`src/rtl/apc_pkg.sv`:
```
// Shared definitions for the approximate parallel counter (APC) pipeline.
// Holds the counter geometry, the helper functions that size the window
// accumulator, and the state type of the accumulator FSM.
package apc_pkg;

    localparam int unsigned APC_N = 32;  // bitstream inputs per APC
    localparam int unsigned APC_W = 6;   // width of the APC per-cycle count

    // Accumulator width: large enough for 63 * window without wrapping.
    function automatic int unsigned sum_width(input int unsigned window);
        return APC_W + $clog2(window);
    endfunction

    // Width of a sample count that can reach the full window length.
    function automatic int unsigned len_width(input int unsigned window);
        return $clog2(window + 1);
    endfunction

    typedef enum logic {
        ACCUM,
        FLUSH_PEND
    } acc_state_e;

endpackage

```
`src/rtl/apc_out_slot.sv`:
```
// One-entry valid/ready output register.
// Ports:
//   clk, rst      clock and synchronous active-high reset
//   load          capture load_data this cycle (caller only loads when slot_free)
//   load_data     data to capture
//   out_ready     consumer accepts the held entry
//   slot_free     slot can take a load this cycle (empty, or draining now)
//   out_valid     entry held
//   out_data      held entry, stable until drained
module apc_out_slot #(
    parameter int unsigned DATA_W = 8
) (
    input  logic              clk,
    input  logic              rst,
    input  logic              load,
    input  logic [DATA_W-1:0] load_data,
    input  logic              out_ready,
    output logic              slot_free,
    output logic              out_valid,
    output logic [DATA_W-1:0] out_data
);

    logic              valid_q, valid_d;
    logic [DATA_W-1:0] data_q,  data_d;

    // Same-cycle drain lets a full slot accept a new entry without a bubble.
    assign slot_free = !valid_q || out_ready;
    assign out_valid = valid_q;
    assign out_data  = data_q;

    always_comb begin
        valid_d = valid_q;
        data_d  = data_q;
        if (valid_q && out_ready) begin
            valid_d = 1'b0;
        end
        if (load) begin
            valid_d = 1'b1;
            data_d  = load_data;
        end
    end

    always_ff @(posedge clk) begin
        if (rst) begin
            valid_q <= 1'b0;
            data_q  <= '0;
        end else begin
            valid_q <= valid_d;
            data_q  <= data_d;
        end
    end

endmodule

```
`src/rtl/apc_window_accumulator.sv`:
```
// Integrate-and-fire stage behind the APC: sums per-cycle counts over a
// window of WINDOW accepted samples (or fewer on an early flush) and hands
// {sum, length, fire} to a one-entry valid/ready output slot.
// Ports:
//   clk, rst              clock and synchronous active-high reset
//   in_valid/in_ready     input handshake for in_count
//   in_count              APC count, 0..63, taken unclamped
//   flush                 one-cycle pulse closing the current window early
//   out_valid/out_ready   output handshake
//   out_sum               window sum
//   out_len               samples in the window (1..WINDOW)
//   out_fire              out_sum >= THRESH
module apc_window_accumulator
    import apc_pkg::*;
#(
    parameter int unsigned WINDOW = 16,
    parameter int unsigned THRESH = 256,
    parameter int unsigned SUM_W  = sum_width(WINDOW),
    parameter int unsigned LEN_W  = len_width(WINDOW)
) (
    input  logic             clk,
    input  logic             rst,
    input  logic             in_valid,
    output logic             in_ready,
    input  logic [APC_W-1:0] in_count,
    input  logic             flush,
    output logic             out_valid,
    input  logic             out_ready,
    output logic [SUM_W-1:0] out_sum,
    output logic [LEN_W-1:0] out_len,
    output logic             out_fire
);

    localparam int unsigned SLOT_W = SUM_W + LEN_W + 1;
    localparam logic [LEN_W-1:0] LAST_CNT   = LEN_W'(WINDOW - 1);
    localparam logic [LEN_W-1:0] WINDOW_LEN = LEN_W'(WINDOW);

    acc_state_e       state_q, state_d;
    logic [SUM_W-1:0] acc_q,   acc_d;
    logic [LEN_W-1:0] cnt_q,   cnt_d;

    logic              slot_free;
    logic              slot_load;
    logic [SUM_W-1:0]  load_sum;
    logic [LEN_W-1:0]  load_len;
    logic              load_fire;
    logic [SLOT_W-1:0] slot_data;

    logic              accept;
    logic              full_close;
    logic              flush_close;
    logic [SUM_W-1:0]  sum_next;
    logic [LEN_W-1:0]  cnt_next;

    always_comb begin
        state_d     = state_q;
        acc_d       = acc_q;
        cnt_d       = cnt_q;
        in_ready    = 1'b0;
        slot_load   = 1'b0;
        load_sum    = acc_q;
        load_len    = cnt_q;
        accept      = 1'b0;
        full_close  = 1'b0;
        flush_close = 1'b0;
        sum_next    = acc_q + SUM_W'(in_count);
        cnt_next    = cnt_q + LEN_W'(1);

        unique case (state_q)
            ACCUM: begin
                // Only the window-closing sample needs room in the slot.
                in_ready    = !rst && ((cnt_q != LAST_CNT) || slot_free);
                accept      = in_valid && in_ready;
                full_close  = accept && (cnt_q == LAST_CNT);
                flush_close = flush && ((cnt_q != '0) || accept);

                if (full_close) begin
                    // A flush on the closing sample merges into this close.
                    slot_load = 1'b1;
                    load_sum  = sum_next;
                    load_len  = WINDOW_LEN;
                    acc_d     = '0;
                    cnt_d     = '0;
                end else if (flush_close) begin
                    load_sum = accept ? sum_next : acc_q;
                    load_len = accept ? cnt_next : cnt_q;
                    if (slot_free) begin
                        slot_load = 1'b1;
                        acc_d     = '0;
                        cnt_d     = '0;
                    end else begin
                        // Park the closed window in acc/cnt until the slot drains.
                        acc_d   = load_sum;
                        cnt_d   = load_len;
                        state_d = FLUSH_PEND;
                    end
                end else if (accept) begin
                    acc_d = sum_next;
                    cnt_d = cnt_next;
                end
            end

            FLUSH_PEND: begin
                if (slot_free) begin
                    slot_load = 1'b1;
                    acc_d     = '0;
                    cnt_d     = '0;
                    state_d   = ACCUM;
                end
            end

            default: state_d = ACCUM;
        endcase

        load_fire = (32'(load_sum) >= THRESH);
        slot_data = {load_sum, load_len, load_fire};
    end

    always_ff @(posedge clk) begin
        if (rst) begin
            state_q <= ACCUM;
            acc_q   <= '0;
            cnt_q   <= '0;
        end else begin
            state_q <= state_d;
            acc_q   <= acc_d;
            cnt_q   <= cnt_d;
        end
    end

    logic [SLOT_W-1:0] out_data;

    apc_out_slot #(
        .DATA_W (SLOT_W)
    ) u_slot (
        .clk       (clk),
        .rst       (rst),
        .load      (slot_load),
        .load_data (slot_data),
        .out_ready (out_ready),
        .slot_free (slot_free),
        .out_valid (out_valid),
        .out_data  (out_data)
    );

    assign out_sum  = out_data[SLOT_W-1 -: SUM_W];
    assign out_len  = out_data[LEN_W:1];
    assign out_fire = out_data[0];

endmodule

```
`config.mk`:
```
export PLATFORM = sky130hd
export DESIGN_NAME = apc_window_accumulator
export DESIGN_NICKNAME = d
export VERILOG_FILES = /design/src/rtl/apc_pkg.sv /design/src/rtl/apc_out_slot.sv /design/src/rtl/apc_window_accumulator.sv
export SDC_FILE = /design/constraint.sdc
export NUM_CORES = 1
export LEC_CHECK = 0
export ABC_AREA = 1
export BUFFER_PORTS_ARGS = -buffer_cell sky130_fd_sc_hd__clkbuf_2
export CAP_MARGIN = 0
export CELL_PAD_IN_SITES_DETAIL_PLACEMENT = 1
export CELL_PAD_IN_SITES_GLOBAL_PLACEMENT = 2
export CORE_MARGIN = 4
export CORE_UTILIZATION = 32
export DETAILED_ROUTE_END_ITERATION = 10
export PLACE_DENSITY = 0.77
export SKIP_CTS_REPAIR_TIMING = 1
export SYNTH_ARGS = -nofsm -noshare
export SYNTH_HDL_FRONTEND = slang
export SYNTH_SLANG_ARGS = --single-unit
export TNS_END_PERCENT = 5
```
`constraint.sdc`:
```
create_clock -name clk -period 2.34 [get_ports clk]
set_clock_uncertainty 0.15 [all_clocks]
set_input_delay 0.117 -clock clk [delete_from_list [all_inputs] [get_ports clk]]
set_output_delay 0.117 -clock clk [all_outputs]
set_load 0.02 [all_outputs]
```
==> summary.txt <==
run status - complete, no violations
drt drc - 0
NumNets Final - 401
initial antenna violation count - 0
Worst-Margin Slew - 0.271 ns
Crit Path Class - register to register
DIE HEIGHT - 91.8 um
Cell variety after synth - 37
top post-synthesis cells by area - dfxtp_1, nand2_1, a21oi_1
Register Area - 662 sq um
first-pass GRT wire length - 12300 um
post-route ant nets - 0
router iterations before antenna repair - 4
Worst Path Required - 2.35 ns
final WL - 7560 um
PortBufs - 28
ratio of final minimum period to clock period - 0.928
diodes inserted - 0
CTS tree - yes
hpwl dp - 5560 um
clock slew seen by the registers of the worst setup and hold paths - 0.08 ns
dpl cell area - 2550 sq um
tightest hold margin - 0.0677 ns
Power, Total - 1.48 mW
worst rel slew slack - 0.818
RSZ-0062 raised after global routing - true
synth-to-layout area growth - 20.5%
# IOs - 29
Startpoint Class - register
initial core utilization - 0.331
Synth Warn # - 0
Syn Std Cell Area - 2250 sq um
pre-CTS setup slack - 0.0551 ns
area share of the largest cell type after synthesis - 0.294
final instance area - 2710 sq um
Total Neg Setup Slack - 0 ns
DP Cell Count - 465
WL per Instance - 15.9 um
Inserted Clock Buffers - 5
Overflow after GRT - 0
Root Buffer - clkbuf_8
Filler cells - 906
Die X - 91.8 um
Mean Syn Cell Area - 6.71 sq um
crit path time final - 2.17 ns
final hold vios - 0
via count - 2419
number of global-route vias before repair - 2449
Pwr Density - 547 nW/um^2
endpoints failing setup - 0
fmax - 460 MHz
Final Core Density - 0.399
initial drt markers - 92
Global Route Usage Sum - 0.181
Layout Cells excl Fill - 477
worst vdd ir - 0.000215 V
max-slew violations - 0
CTS Sinks - 33
Site Rows - 30
ratio of cells with drive above 1 in the final layout - 0.226
htree depth - 2
Worst Path Max Fanout - 3
largest net degree at the start of global routing - 20
routed vias/inst - 5.07
Clock Latency Late Sink - 0.29 ns
Mapped Nets - 356
post-synth top area cell - dfxtp_1
Max Cap Violations - 0
worst-case clock buffer depth - 2
gpl congestion - 0.844
area taken by multi-input logic gates - 1390 sq um
final worst setup slack - 0.168 ns
Critical Path AT - 2.19 ns
register area share after synthesis - 0.294
Static Leak - 1.20 nW
register bit total from synthesis - 33
worst min path class - input port to register
die area - 8430 sq um
core area - 6790 sq um
Setup crit end kind - register
cells after synthesis - 335
## layout by cell type (no fill, tap or decap), types with 3 or more instances in the layout
cell,count
a21oi_1,30
a31oi_1,7
buf_4,21
clkbuf_2,28
clkbuf_8,5
dfxtp_1,32
ha_1,7
inv_1,32
inv_2,5
nand2_1,92
nand2_2,6
nand3_1,21
nor2_1,14
o211ai_1,5
o21ai_0,19
o21ai_1,15
o32ai_1,4
or2_1,3
xor2_1,5
## flip-flops by register name (all words and copies together) (netlist names)
signal,cells
u_slot.out_data,16
acc_q,10
cnt_q,5
state_q,1
u_slot.out_valid,1
## power by group
group	internal [mW]	switching [mW]	leakage, nW
combinational	0.154	0.273	0.881
clock	0.206	0.219	0.0450
sequential	0.602	0.0281	0.270
## area by class of cell
| cell class | count | share of cell area |
|---|---|---|
| multi-input cells | 251 | 0.512 |
| flip-flops and latches | 33 | 0.244 |
| repair buffers | 49 | 0.110 |
| inverters | 40 | 0.0591 |
| well taps | 96 | 0.0443 |
| clock buffers | 6 | 0.0268 |
| clock inverters | 2 | 0.00370 |
## cell usage after synthesis
| cell type | instances |
|---|---|
| inv_8 | 1 |
| or2_2 | 1 |
| dfxtp_1 | 33 |
| o21ai_1 | 12 |
| a21boi_0 | 1 |
| buf_2 | 2 |
| a21oi_1 | 31 |
| inv_2 | 6 |
| nand3_1 | 22 |
| nor3_1 | 2 |
| clkinv_1 | 1 |
| fa_1 | 1 |
| o21ai_0 | 22 |
| o21bai_1 | 1 |
| nand2_4 | 2 |
| a31oi_1 | 7 |
| clkbuf_2 | 1 |
| or2_1 | 3 |
| nand3_4 | 1 |
| buf_6 | 5 |
| ha_1 | 9 |
| nand4_4 | 1 |
| nand2_1 | 93 |
| inv_1 | 32 |
| a41oi_1 | 2 |
| o31ai_1 | 1 |
| clkbuf_1 | 1 |
| nor2_1 | 16 |
| o211ai_1 | 5 |
| buf_1 | 1 |
| buf_4 | 2 |
| xnor2_1 | 1 |
| nand2_2 | 4 |
| nor2_4 | 2 |
| xor2_1 | 5 |
| o22ai_1 | 1 |
| o32ai_1 | 4 |
## logic make-up after synthesis
kind of cell,Yosys count,share of synthesized area
and+or+nand+nor,147,0.295
xor gates and xnor gates,6,0.0234
DFF,33,0.294
buffers and inverters,52,0.112
adders and majority gates,10,0.0590
AOI/OAI and AO/OA,87,0.217
## worst max-delay path, stage by stage, from the launching register on
cell and delay [ns]:
dfxtp_1 0.33, ha_1 0.22, fa_2 0.36, nand3_1 0.11, nand3_2 0.11, nand2_1 0.11, nand3_1 0.10, nand3_1 0.12
nand3_1 0.07, nand2_1 0.07, nand2_1 0.08, a21oi_1 0.14, a21oi_1 0.07
## per-layer routing
layer | GRT usage | part of all wire
met1 | 0.236 | 0.48
met2 | 0.312 | 0.48
met3 | 0.0304 | 0.028
met4 | 0.0408 | 0.0083
met5 | 0 | 0
## worst paths after layout
kind	startpoint	to	cells after the start	slack, ns
min	out_ready	u_slot.out_valid	4	0.07
max reg2reg	acc_q[0]	u_slot.out_data[0]	12	0.17
max	acc_q[0]	u_slot.out_data[0]	12	0.17
min reg2reg	u_slot.out_data[15]	u_slot.out_data[15]	2	0.32
(Power assumes the default switching activity.)
